$ cat src/rtl/dsm_rx_ddc.sv
// Receive-path DDC: ternary DSM bitstream mixed to baseband by an fs/4 LO, then decimated
// per I/Q branch by a 3rd-order CIC (R = 2^DEC_LOG2, differential delay 1).
module dsm_rx_ddc #(
  parameter int unsigned DEC_LOG2 = 3
) (
  input  logic               clock,
  input  logic               reset,
  input  logic [1:0]         pwm_in,
  output logic signed [14:0] dout_i,
  output logic signed [14:0] dout_q,
  output logic               dout_valid,
  output logic               code_err
);

  localparam int unsigned ACC_W = 3 * DEC_LOG2 + 2;

  logic [1:0]              lo_cnt;
  logic [DEC_LOG2-1:0]     dec_cnt;
  logic                    strike;

  logic signed [1:0]       d;
  logic signed [1:0]       mix_i;
  logic signed [1:0]       mix_q;
  logic signed [1:0]       x     [2];
  logic signed [ACC_W-1:0] x_ext [2];

  logic signed [ACC_W-1:0] int1  [2];
  logic signed [ACC_W-1:0] int2  [2];
  logic signed [ACC_W-1:0] int3  [2];
  logic signed [ACC_W-1:0] z1    [2];
  logic signed [ACC_W-1:0] z2    [2];
  logic signed [ACC_W-1:0] z3    [2];
  logic signed [ACC_W-1:0] c1    [2];
  logic signed [ACC_W-1:0] c2    [2];
  logic signed [ACC_W-1:0] c3    [2];

  // The illegal code 2'b11 decodes to zero; it is only flagged via code_err.
  always_comb begin
    d = '0;
    case (pwm_in)
      2'b01:   d = 2'sd1;
      2'b10:   d = -2'sd1;
      default: d = '0;
    endcase
  end

  // I LO = {+1,0,-1,0}, Q LO = {0,+1,0,-1}; d is never -2 so negation cannot overflow.
  always_comb begin
    mix_i = '0;
    mix_q = '0;
    case (lo_cnt)
      2'd0:    mix_i = d;
      2'd1:    mix_q = d;
      2'd2:    mix_i = -d;
      default: mix_q = -d;
    endcase
  end

  assign strike = &dec_cnt;

  always_comb begin
    for (int b = 0; b < 2; b++) begin
      x_ext[b] = {{(ACC_W - 2){x[b][1]}}, x[b]};
      c1[b]    = int3[b] - z1[b];
      c2[b]    = c1[b] - z2[b];
      c3[b]    = c2[b] - z3[b];
    end
  end

  always_ff @(posedge clock or posedge reset) begin
    if (reset) begin
      lo_cnt     <= '0;
      dec_cnt    <= '0;
      code_err   <= 1'b0;
      dout_valid <= 1'b0;
      dout_i     <= '0;
      dout_q     <= '0;
      for (int b = 0; b < 2; b++) begin
        x[b]    <= '0;
        int1[b] <= '0;
        int2[b] <= '0;
        int3[b] <= '0;
        z1[b]   <= '0;
        z2[b]   <= '0;
        z3[b]   <= '0;
      end
    end else begin
      lo_cnt     <= lo_cnt + 2'd1;
      dec_cnt    <= dec_cnt + 1'b1;
      code_err   <= (pwm_in == 2'b11);
      dout_valid <= strike;
      x[0]       <= mix_i;
      x[1]       <= mix_q;
      for (int b = 0; b < 2; b++) begin
        int1[b] <= int1[b] + x_ext[b];
        int2[b] <= int2[b] + int1[b];
        int3[b] <= int3[b] + int2[b];
      end
      if (strike) begin
        for (int b = 0; b < 2; b++) begin
          z1[b] <= int3[b];
          z2[b] <= c1[b];
          z3[b] <= c2[b];
        end
        dout_i <= {{(15 - ACC_W){c3[0][ACC_W-1]}}, c3[0]};
        dout_q <= {{(15 - ACC_W){c3[1][ACC_W-1]}}, c3[1]};
      end
    end
  end

endmodule

$ cat config.mk
export PLATFORM = sky130hd
export DESIGN_NAME = dsm_rx_ddc
export DESIGN_NICKNAME = d
export VERILOG_FILES = /design/src/rtl/dsm_rx_ddc.sv
export SDC_FILE = /design/constraint.sdc
export NUM_CORES = 1
export LEC_CHECK = 0
export BUFFER_PORTS_ARGS = -buffer_cell sky130_fd_sc_hd__clkbuf_2
export CELL_PAD_IN_SITES_DETAIL_PLACEMENT = 0
export CELL_PAD_IN_SITES_GLOBAL_PLACEMENT = 1
export CORE_AREA = 2 2 168 170
export DETAILED_ROUTE_END_ITERATION = 8
export DIE_AREA = 0 0 170 172
export PLACE_DENSITY = 0.76
export SETUP_SLACK_MARGIN = 0.4
export SLEW_MARGIN = 20
export SYNTH_ARGS = -nofsm -noshare
export SYNTH_HDL_FRONTEND = slang
export SYNTH_SLANG_ARGS = --single-unit
$ cat constraint.sdc
create_clock -name clock -period 13.21 [get_ports clock]
set_clock_uncertainty 0.15 [all_clocks]
set_input_delay 0 -clock clock [delete_from_list [all_inputs] [get_ports clock]]
set_output_delay 0 -clock clock [all_outputs]
set_load 0.005 [all_outputs]
==> flow_metrics.tcl <==
set metrics [dict create \
    cp_slowest_stage_delay_ps 410 \
    ys_warn_count 0 \
    post-route-period-util_pct 36.5 \
    postCtsSetupBuffers 0 \
    vias 7748 \
    place.gp.congestion 0.762 \
    async_flop_share_pct 100 \
    track_usage_pct 13.8 \
    h-tree-depth 4 \
    end_kind "flip-flop" \
    mostFrequentLayoutCells "165 x dfrtp_1, 128 x ha_1, 126 x inv_1, 103 x o21ai_0, 97 x nand2_1" \
    start_kind "flip-flop" \
    synth_seq_cells 165 \
    synthTopCellsByArea "dfrtp_1 38%, ha_1 15%, o21ai_0 4.7%" \
    grt_max_degree 98 \
    grt_first_pass_wirelength_um 33500 \
    max-cap-violations 0 \
    synthCells 1136 \
    setup_ws_ps 8390 \
    drc_errors 0 \
    layout_commonest_cell "dfrtp_1" \
    drive_above_1_share_pct 9.38 \
    setup_viol 0 \
    cts.reportedPaths.clkPinSlew_ps 80 \
    cts_resized 0 \
    max_freq_mhz 207 \
    arrival_ps 4990 \
    core_mm2 0.0275 \
    fin_area_mm2 0.0120 \
    overflow 0 \
    yosysTopAreaCellShare_pct 38.0 \
    initial_utilization_pct 39.5 \
    crit_slowest_cell "dfrtp_1" \
    worstMarginPinSlew_ps 874 \
    seq_area_frac_synth_pct 38.0 \
    rows 61 \
    clock_latency_ps 430 \
    r2r-end "dout_i[10]" \
    finish.utilization_pct 43.8 \
    fp.dieH_um 172 \
    synth-main-ff-cell "dfrtp_1" \
    crit_required_ps 13380 \
    place_ws_ps 8360 \
    rsz0062_at_grt "no" \
    layout.nets 1315 \
    wl_per_cell_um 12.2 \
    ctsLongestPathBuffers 2 \
    antenna_cells 0 \
    synth_cell_types 64 \
    io_buffers 35 \
    antenna_found_initial 0 \
    die_w_um 170 \
    clockRootBuffer "clkbuf_16" \
    syn_area_per_cell_um2 9.57 \
    slew_headroom_pct 41.7 \
    synth-edff-count 0 \
    synth.net_count 1281 \
    first_pass_iters 5 \
    hold_class "primary input to asynchronous set/reset pin" \
    r2r-start "int3[12]" \
    status "completed" \
    die-area_mm2 0.0292 \
    maxSlewViolCount 0 \
    cts_buffers 17 \
    cts_tree "built" \
    first_global_vias 7572 \
    worstSetupStartpoint "int3[12]" \
    critPathKind "flip-flop to flip-flop" \
    clkSinkCount 165 \
    netlist.top_cell.by_area "dfrtp_1" \
    fin_crit_ps 4820 \
    fill_cells 2631 \
    wl_um 18700 \
    report.final.hold_viol_count 0 \
    drtIter0Drc 292 \
    rrSetupSlack_ps 8390 \
    critical_path_peak_fanout 4 \
    final.setup.tns_ps 0 \
    via_per_inst 5.07 \
    timing.critical_path.mode_cell "ha_1" \
    io_pins 36 \
    cp_cell_sequence "ha_1, nor2b_1, o21ai_0, a21boi_1, o31a_1, or2_2, a21oi_1, xnor2_1, ha_1, or3_4, o22a_4, o31ai_4, xnor2_1, ha_1, or3_1, o21ai_0, a21oi_1, xor2_1, xnor3_1, mux2_4" \
    mappedNetlistArea_mm2 0.0109 \
    dpl_cell_area_mm2 0.0114 \
    dp_hpwl_um 13800 \
    area_growth_pct 10.7 \
    ant_nets 0 \
    r2r_cells 20 \
]
-- layer usage --
metal	GRT usage, %	vias up	wire [µm]
met4	3.94	0	219
li1	-	4070	-
met2	23.6	55	8680
met1	17.7	3605	9330
met5	0	-	0
met3	2.84	18	446
-- worst max path at each step --
stage | endpoint | slack, ps | depth (start not counted)
final | dout_i[10] | 8390 | 20
after global routing | dout_i[10] | 8030 | 20
after CTS | dout_i[10] | 8360 | 20
after detailed placement | dout_i[10] | 8360 | 20
after global placement | dout_i[10] | 8410 | 20
after floorplan | code_err | 8600 | 1
-- flip-flops by register name, indices dropped and copies added, names as in the netlist --
name,flops
code_err,1
x,4
int3,22
z3,22
dec_cnt,3
dout_q,11
z2,22
lo_cnt,2
dout_valid,1
int1,22
int2,22
z1,22
dout_i,11
-- cells in the mapped netlist (6+ instances only) --
| library cell | n |
|---|---|
| o21a_1 | 20 |
| xnor2_1 | 42 |
| buf_4 | 10 |
| clkbuf_1 | 12 |
| a211oi_1 | 10 |
| and3_1 | 6 |
| a21boi_0 | 12 |
| inv_1 | 127 |
| a21o_1 | 17 |
| o31a_1 | 6 |
| or4_1 | 9 |
| nor2b_1 | 21 |
| o311ai_0 | 13 |
| nand3_1 | 21 |
| nor3b_1 | 7 |
| a21oi_1 | 55 |
| dfrtp_1 | 165 |
| and2_1 | 8 |
| ha_1 | 129 |
| o21ai_0 | 103 |
| xor2_1 | 34 |
| mux2_2 | 21 |
| fa_1 | 12 |
| nand2_1 | 97 |
| nor2_1 | 56 |
| nand4_1 | 7 |
| a2111oi_0 | 7 |
| nor3_1 | 39 |
| nand2b_1 | 6 |
-- stage by stage --
stage	hold slack (ps)	std cells
5_1_grt	237	1529
2_1_floorplan	-3.01	1136
3_5_place_dp	119	1493
4_1_cts	192	1529
6_report	136	1529
3_3_place_gp	101	1493
-- worst max-delay path: cells and delay by family, from the launching register on --
family,cells,cell delay [ps]
AOI/OAI and AO/OA,8,1290
and+or+nand+nor,4,1100
adders and majority gates,3,810
xor gates and xnor gates,4,690
DFF,1,410
muxes,1,260
-- cells by family (layout without fill, tap and decap cells) --
logic type,after synthesis,in the layout,synth area share (%)
compound gates,280,280,16.9
fa+ha+maj,141,141,17.1
buf+inv,154,201,5.69
flops,165,165,38.0
simple gates,296,296,13.5
mux,22,22,2.31
xor+xnor,78,78,6.54
-- layout make-up --
| type | instances | area [µm²] | share of cell area (%) |
|---|---|---|---|
| Clock buffer | 17 | 425 | 3.54 |
| Clock inverter | 15 | 191 | 1.59 |
| Inverter | 127 | 482 | 4.00 |
| Multi-Input combinational cell | 817 | 6130 | 51.0 |
| Sequential cell | 165 | 4130 | 34.3 |
| Tap cell | 346 | 433 | 3.60 |
| Timing Repair Buffer | 42 | 238 | 1.98 |
-- what timing repair did --
| action | in CTS | in global routing |
|---|---|---|
| hold buffers | 4 | 0 |
| hold endpoints to repair | 101 | 0 |
| setup endpoints to repair | 0 | 0 |
Power is not shown: default switching activity piles up to over one toggle a cycle in this logic, so the estimate is an artifact.
